--- src/rtl/rtype_ctrl.sv ---
// rtype_ctrl: multi-cycle control sequencer for RV32I R-type and M-extension multiplies.
// Define RTYPE_CTRL_MU_WDT_EN to fault the instruction when the MU stalls for MU_TIMEOUT cycles.
module rtype_ctrl #(
    parameter int pcmux_N     = 2,
    parameter int ifuresctl_N = 2,
    parameter int MU_TIMEOUT  = 64
) (
    input  logic                           clk,
    input  logic                           rst_n,
    input  logic                           run,
    input  logic [6:0]                     opcode,
    input  logic [2:0]                     func3,
    input  logic [1:0]                     func7b50,
    input  logic                           exdone,
    output logic [$clog2(pcmux_N)-1:0]     pcmuxctl,
    output logic                           pcnextctl,
    output logic                           instrre,
    output logic                           regre,
    output logic                           regwe,
    output logic                           mulen,
    output logic [3:0]                     aluctl,
    output logic [1:0]                     mulctl,
    output logic [$clog2(ifuresctl_N)-1:0] ifuresctl,
    output logic                           retire,
    output logic                           illegal,
    output logic                           busy
);
    localparam int IW = $clog2(ifuresctl_N);

    typedef enum logic [2:0] {IDLE, FETCH, DECODE, EXEC, WAIT_MU, WB, HALT} state_t;

    typedef struct packed {
        logic          instrre;
        logic          regre;
        logic          regwe;
        logic          pcnextctl;
        logic          mulen;
        logic          retire;
        logic          illegal;
        logic          busy;
        logic [3:0]    aluctl;
        logic [1:0]    mulctl;
        logic [IW-1:0] ifuresctl;
    } out_t;

    state_t     state_q, state_d;
    out_t       out_q, out_d;
    logic [3:0] aluop_q, aluop_d, dec_alu;
    logic [1:0] mulop_q, mulop_d;
    logic       is_mul_q, is_mul_d, dec_ill, mu_timeout, in_ex;

    always_comb begin
        dec_ill = opcode != 7'b0110011 || func7b50 == 2'b11
               || (func7b50 == 2'b01 && func3[2])
               || (func7b50 == 2'b10 && func3 != 3'b000 && func3 != 3'b101);
        dec_alu = 4'd0;
        case (func3)
            3'b000: dec_alu = func7b50[1] ? 4'd1 : 4'd0;
            3'b001: dec_alu = 4'd2;
            3'b010: dec_alu = 4'd3;
            3'b011: dec_alu = 4'd4;
            3'b100: dec_alu = 4'd5;
            3'b101: dec_alu = func7b50[1] ? 4'd7 : 4'd6;
            3'b110: dec_alu = 4'd8;
            3'b111: dec_alu = 4'd9;
        endcase
        aluop_d  = state_q == DECODE ? (func7b50[0] ? 4'd0 : dec_alu) : aluop_q;
        mulop_d  = state_q == DECODE ? (func7b50[0] ? func3[1:0] : 2'd0) : mulop_q;
        is_mul_d = state_q == DECODE ? func7b50[0] : is_mul_q;
    end

`ifdef RTYPE_CTRL_MU_WDT_EN
    localparam int CW = $clog2(MU_TIMEOUT + 1);
    logic [CW-1:0] wdt_q, wdt_d;

    // Counter is zero on the first WAIT_MU cycle, so the limit is MU_TIMEOUT-1.
    always_comb wdt_d = state_q == WAIT_MU ? wdt_q + CW'(1) : '0;
    assign mu_timeout = wdt_q == CW'(MU_TIMEOUT - 1);

    always_ff @(posedge clk) begin
        if (!rst_n) wdt_q <= '0;
        else        wdt_q <= wdt_d;
    end
`else
    logic unused_mu_timeout;
    assign unused_mu_timeout = ^MU_TIMEOUT;
    assign mu_timeout = 1'b0;
`endif

    always_comb begin
        state_d = state_q;
        case (state_q)
            IDLE:    state_d = run ? FETCH : IDLE;
            FETCH:   state_d = DECODE;
            DECODE:  state_d = dec_ill ? HALT : EXEC;
            EXEC:    state_d = is_mul_q ? WAIT_MU : exdone ? WB : EXEC;
            WAIT_MU: state_d = exdone ? WB : mu_timeout ? HALT : WAIT_MU;
            WB:      state_d = run ? FETCH : IDLE;
            HALT:    state_d = HALT;
            default: state_d = IDLE;
        endcase
    end

    // Outputs are computed from the next state so they line up with the state register.
    always_comb begin
        in_ex           = state_d == EXEC || state_d == WAIT_MU || state_d == WB;
        out_d           = '0;
        out_d.instrre   = state_d == FETCH;
        out_d.regre     = state_d == DECODE;
        out_d.regwe     = state_d == WB;
        out_d.pcnextctl = state_d == WB;
        out_d.retire    = state_d == WB;
        out_d.mulen     = state_d == EXEC && is_mul_d;
        out_d.illegal   = out_q.illegal || state_d == HALT;
        out_d.busy      = state_d != IDLE && state_d != HALT;
        out_d.aluctl    = in_ex ? aluop_d : 4'd0;
        out_d.mulctl    = in_ex ? mulop_d : 2'd0;
        out_d.ifuresctl = IW'(in_ex && is_mul_d);
    end

    always_ff @(posedge clk) begin
        if (!rst_n) begin
            state_q  <= IDLE;
            out_q    <= '0;
            aluop_q  <= '0;
            mulop_q  <= '0;
            is_mul_q <= 1'b0;
        end else begin
            state_q  <= state_d;
            out_q    <= out_d;
            aluop_q  <= aluop_d;
            mulop_q  <= mulop_d;
            is_mul_q <= is_mul_d;
        end
    end

    assign pcmuxctl = '0;
    assign {instrre, regre, regwe, pcnextctl, mulen, retire, illegal, busy,
            aluctl, mulctl, ifuresctl} = out_q;
endmodule

--- config.mk ---
export PLATFORM = sky130hd
export DESIGN_NAME = rtype_ctrl
export DESIGN_NICKNAME = d
export VERILOG_FILES = /design/src/rtl/rtype_ctrl.sv
export SDC_FILE = /design/constraint.sdc
export NUM_CORES = 1
export LEC_CHECK = 0
export BUFFER_PORTS_ARGS = -buffer_cell sky130_fd_sc_hd__buf_2
export CORE_ASPECT_RATIO = 0.7
export CORE_MARGIN = 8
export CORE_UTILIZATION = 50
export CTS_CLUSTER_SIZE = 28
export DETAILED_ROUTE_END_ITERATION = 8
export GPL_ROUTABILITY_DRIVEN = 1
export PLACE_DENSITY = 0.78
export SLEW_MARGIN = 5
export SYNTH_ARGS = -nofsm -noshare
export SYNTH_HDL_FRONTEND = slang
export SYNTH_SLANG_ARGS = --single-unit
--- constraint.sdc ---
create_clock -name clk -period 1.8 [get_ports clk]
set_input_delay 0.18 -clock clk [delete_from_list [all_inputs] [get_ports clk]]
set_output_delay 0.18 -clock clk [all_outputs]
set_load 0.005 [all_outputs]
# ---- Yosys cells after proc, flatten, opt, wreduce, memory -nomap -nowiden
# Index checks and enable logic that the tools add are counted.
dict set report word_totals {
  in_bits 16
  output_inout_bits 16
  ff_bits 23
  elab_cells 70
}
dict set report op_classes {
  reduce_logical 18
  n_eq_ne 25
  mux 14
}
# cell count
set ops {}
lappend ops {{$pmux W4 S8} 1}
lappend ops {{$eq A3 B3 Y1 const B} 10}
lappend ops {{$eq A3 B2 Y1 const B} 6}
lappend ops {{$pmux W3 S6} 1}
lappend ops {{$eq A3 B1 Y1 const B} 3}
lappend ops {{$mux W3} 3}
lappend ops {{$mux W4} 2}
lappend ops {{$ne A7 B6 Y1 const B} 1}
lappend ops {{$logic_and A1 B1 Y1} 6}
lappend ops {{$logic_not A3 Y1} 2}
lappend ops {{$logic_or A1 B1 Y1} 6}
lappend ops {{$ne A3 B3 Y1 const B} 2}
lappend ops {{$reduce_bool A3 Y1} 2}
lappend ops {{$mux W1} 5}
lappend ops {{$eq A2 B2 Y1 const B} 2}
lappend ops {{$mux W2} 2}
lappend ops {{$eq A2 B1 Y1 const B} 1}
lappend ops {{$reduce_and A2 Y1} 1}
lappend ops {{$reduce_or A2 Y1} 1}

# ---- Depth between registers and ports, before layout
dict set report logic_depth {
  word_depth 10
  mapped_depth 6
  depth_no_buf 4
}

# ---- Least setup slack after synthesis
# No wires, ideal clock.
dict set report synth_timing {
  path_type {flip-flop to flip-flop}
  startpoint {register state_q[1]}
  endpoint {register out_q (netlist bit aluctl[0])}
  setup_ns 0.130
  synth_period_minus_slack_ns 1.460
  t_required_ns 1.670
  setup_slack_ns 0.340
  n_path_buf 2
  t_arrival_ns 1.330
  path_stages_with_launch 6
  path_cell_list {dfxtp_1 > buf_4 > or3b_1 > buf_6 > a32o_2 > nor3b_2}
}
dict set report synth_via {
  elab_chain_cells 7
  word_cells_on_any_way 16
  classes_between {9 x eq/ne; 2 x mux; 5 x reduce/logical}
}
# element line
set synth_lines {}
lappend synth_lines {{start, declared} 46} ;# state_t state_q, state_d;
lappend synth_lines {{start signal, assigned} 129} ;# state_q <= state_d;
lappend synth_lines {{$eq A3 B3 Y1 / $logic_not A3 Y1 (equally long branches)} 92} ;# case (state_q)
lappend synth_lines {{$reduce_or A2 Y1 (no source line)} n/a}
lappend synth_lines {{$pmux W3 S6} 92}
lappend synth_lines {{$eq A3 B2 Y1 / $eq A3 B3 Y1 (equally long branches)} 106} ;# in_ex = state_d == EXEC || state_d == WAIT_MU || state_d == WB;
lappend synth_lines {{$logic_or A1 B1 Y1 (2 in a row)} 106}
lappend synth_lines {{$reduce_and A2 Y1 (no source line)} n/a}
lappend synth_lines {{end signal, assigned} 130} ;# out_q <= out_d;
lappend synth_lines {{end, declared} 47} ;# out_t out_q, out_d;
# Parallel ways exist; a longest one is shown, timed or not.
# A chain may end at the register's enable or synchronous reset.

# ---- Worst setup path after layout
dict set report layout_timing {
  startpoint {register state_q[0]}
  endpoint {register out_q (netlist bit aluctl[0])}
}
# Same word-level chain as after synthesis.

==> results by group <==
STA
  • Fin crit share: 0.891
  • Clk_skew: 7.37 ps
  • RSZ-0062 raised after global routing: no
  • Endpoints failing setup: 0
  • Post-layout min period: 1600 ps
  • Final hold vios: 0
  • Worst setup margin: 195 ps
  • Max Slew Vio Count: 0
  • WHS: 154 ps
  • Maximum achievable frequency: 0.623 GHz
  • Setup TNS Final: 0 ps

Worst setup path
  • Critical path class: register to register
  • Critical Path AT: 1810 ps
  • Peak fanout along the critical path: 10
  • Kind of end point of the critical path: register
  • Critical path data required time: 2010 ps
  • Worst setup SP type: register

Synthesis
  • Syn Nets: 129
  • Number of distinct library cells after synthesis: 47
  • FF+latch count, synth: 23
  • Register area share after synthesis: 0.426
  • Simple-gate share of the synthesized area: 0.265
  • Synth async-reset ratio: 0
  • Post-synth EDFFs: 0
  • Mean Syn Cell Area: 9.57 um2
  • Main combinational cell family by area after synthesis: simple AND/OR/NAND/NOR gates
  • Post-Synth XOR/XNOR Area: 0.00810
  • Synth Area in Compound Gates: 0.184
  • Mux contribution to synthesized area: 0.0382
  • Synth Flop Type: dfxtp_1
  • Mapped Area: 0.00108 mm2
  • Synth Area in Adders: 0
  • Synth warnings: 0
  • Post-Syn Instances: 113

Global route
  • Initial antenna violation count: 0
  • Largest net degree at the start of global routing: 15
  • Tot GR Track Use: 0.128
  • Gr ovfl total: 0
  • Global-route wire length before repair: 3910 um
  • Vias in the first global route: 882

Drt
  • Detail Route Antenna Nets: 0
  • Post-DR wirelength/cell: 14.8 um
  • DRC viols: 0
  • Via count of the routed design: 885
  • Routed wire length: 2390 um
  • Initial DRC count: 71
  • Via density: 5.46
  • DR pass1 iterations: 4

Place
  • Placed Cells: 158
  • Number of port buffers: 30
  • Setup WS pre-CTS: 205 ps
  • DPL Wire Length: 1850 um
  • GP Congestion: 0.807

Power and ir drop
  • Power Total: 1.07 mW
  • PwrDens: 869 mW/mm2
  • P_int: 0.728 mW
  • Leak: 0.524 nW
  • Clk pwr share: 0.223
  • Comb pwr share: 0.247
  • VDD IR max: 0.605 mV
  • Sequential Power Share: 0.530
  • Switching Share: 0.318
  • P_sw: 0.340 mW

CTS
  • Worst-path clk slew: 130 ps
  • Num Clock Sinks: 23
  • H-tree lvl count: 1
  • Post-CTS setup repair buffer count: 0
  • Clk buf depth: 2
  • CTS buffer count: 3
  • Post-CTS Resized: 0
  • CTS tree: built
  • Post-CTS Hold Buffers: 0
  • Root buf cell: clkbuf_4
  • Worst-Skew Late Latency: 310 ps

Floorplan
  • Die area: 0.00393 mm2
  • Io pins: 32
  • Number of cell rows: 14
  • Starting Density: 0.514
  • Die height: 54.9 um
  • Die width: 71.6 um
  • Core box area: 0.00210 mm2

Final layout
  • Final Non-Filler Cells: 162
  • Area Overhead vs Synth: 13.7%
  • Share of layout cells above drive strength 1: 0.341
  • Filler cell count: 194
  • N_diodes: 0
  • Nets: 155

Min path
  • Min-Delay Path Class: primary input to register

Status
  • Outcome: finished clean

Run
  • Max Cap Violations: 0
==> area by class of cell <==
cell class | count | area, um2 | share of cell area
clock buffer | 3 | 22.5 | 0.0183
timing repair buffer | 31 | 158 | 0.128
sequential | 23 | 460 | 0.375
clock inverter | 1 | 7.51 | 0.00611
inverter | 3 | 11.3 | 0.00916
tap | 24 | 30.0 | 0.0244
multi-input combinational | 77 | 539 | 0.439
==> state kept, by name (all words and copies together), names as in the netlist <==
name	flops
aluctl	4
aluop_q	4
state_q	3
mulctl	2
mulop_q	2
busy	1
ifuresctl	1
illegal	1
instrre	1
is_mul_q	1
mulen	1
regre	1
retire	1
==> cells by family (layout without fill, tap and decap cells) <==
group	Yosys count	count (layout)
AO/OA/AOI/OAI	27	27
multiplexers	4	4
flip-flops	23	23
AND/OR/NAND/NOR	44	44
XOR/XNOR	1	1
other	1	1
buffers and inverters	13	38
==> worst paths after layout <==
check             startpoint         end  slack (ps)  cells past startpoint
hold / removal         rst_n     illegal         150                      2
hold reg to reg   mulop_q[0]  mulop_q[0]         470                      2
setup reg to reg  state_q[0]   aluctl[0]         200                      3
setup / recovery  state_q[0]   aluctl[0]         200                      3
==> power by group through the flow <==
stage	clock network [mW]	logic, mW	registers, mW
5_1_grt	0.272	0.293	0.572
3_3_place_gp	0	0.258	0.576
6_report	0.239	0.264	0.566
2_1_floorplan	0	0.215	0.563
3_5_place_dp	0	0.263	0.578
4_1_cts	0.248	0.265	0.566
==> metrics by stage <==
stage,instance area (um2),utilization
floorplan,1080,-
global placement,1200,0.570
detailed placement,1200,0.570
CTS,1230,0.585
global route,1230,0.585
finish,1230,0.585
==> cell usage in the layout (no fill, tap or decap), types with 2 or more instances in the layout <==
cell type	netlist	routed
nor2_1	6	6
nor3_1	5	5
a21oi_1	6	6
a22oi_1	2	2
nand3_1	3	3
clkbuf_4	0	3
a21oi_2	2	2
nor4_2	2	2
nand2_1	7	7
inv_1	3	3
mux2i_1	3	3
nor3b_1	4	4
buf_2	2	30
nor2b_1	3	3
a31oi_1	2	2
nand2b_1	3	3
dfxtp_1	23	23
o21ai_0	3	3
==> routing by layer <==
layer / GRT usage / wire length [um] / vias to the layer above
li1: - / - / 455
met1: 0.153 / 1160 / 408
met2: 0.214 / 1090 / 20
met3: 0.0540 / 125 / 2
met4: 0.0337 / 10 / 0
met5: 0 / 0 / -
==> worst max-delay path, stage by stage, from the launching register on <==
cell,delay [ps]
dfxtp_1,430
or3b_1,590
a32o_2,340
nor3b_2,140
==> Yosys cell counts, types with 2 or more instances <==
| cell | instances | area share |
|---|---|---|
| dfxtp_1 | 23 | 0.43 |
| nand2_1 | 7 | 0.024 |
| a21oi_1 | 6 | 0.028 |
| nor2_1 | 6 | 0.021 |
| nor3_1 | 5 | 0.023 |
| buf_4 | 4 | 0.028 |
| nor3b_1 | 4 | 0.028 |
| inv_1 | 3 | 0.010 |
| mux2i_1 | 3 | 0.028 |
| nand2b_1 | 3 | 0.017 |
| nand3_1 | 3 | 0.014 |
| nor2b_1 | 3 | 0.017 |
| o21ai_0 | 3 | 0.014 |
| a21oi_2 | 2 | 0.016 |
| a22oi_1 | 2 | 0.014 |
| a31oi_1 | 2 | 0.012 |
| buf_2 | 2 | 0.0093 |
| buf_6 | 2 | 0.021 |
| nor4_2 | 2 | 0.023 |
Power figures use the tool's default switching activity.
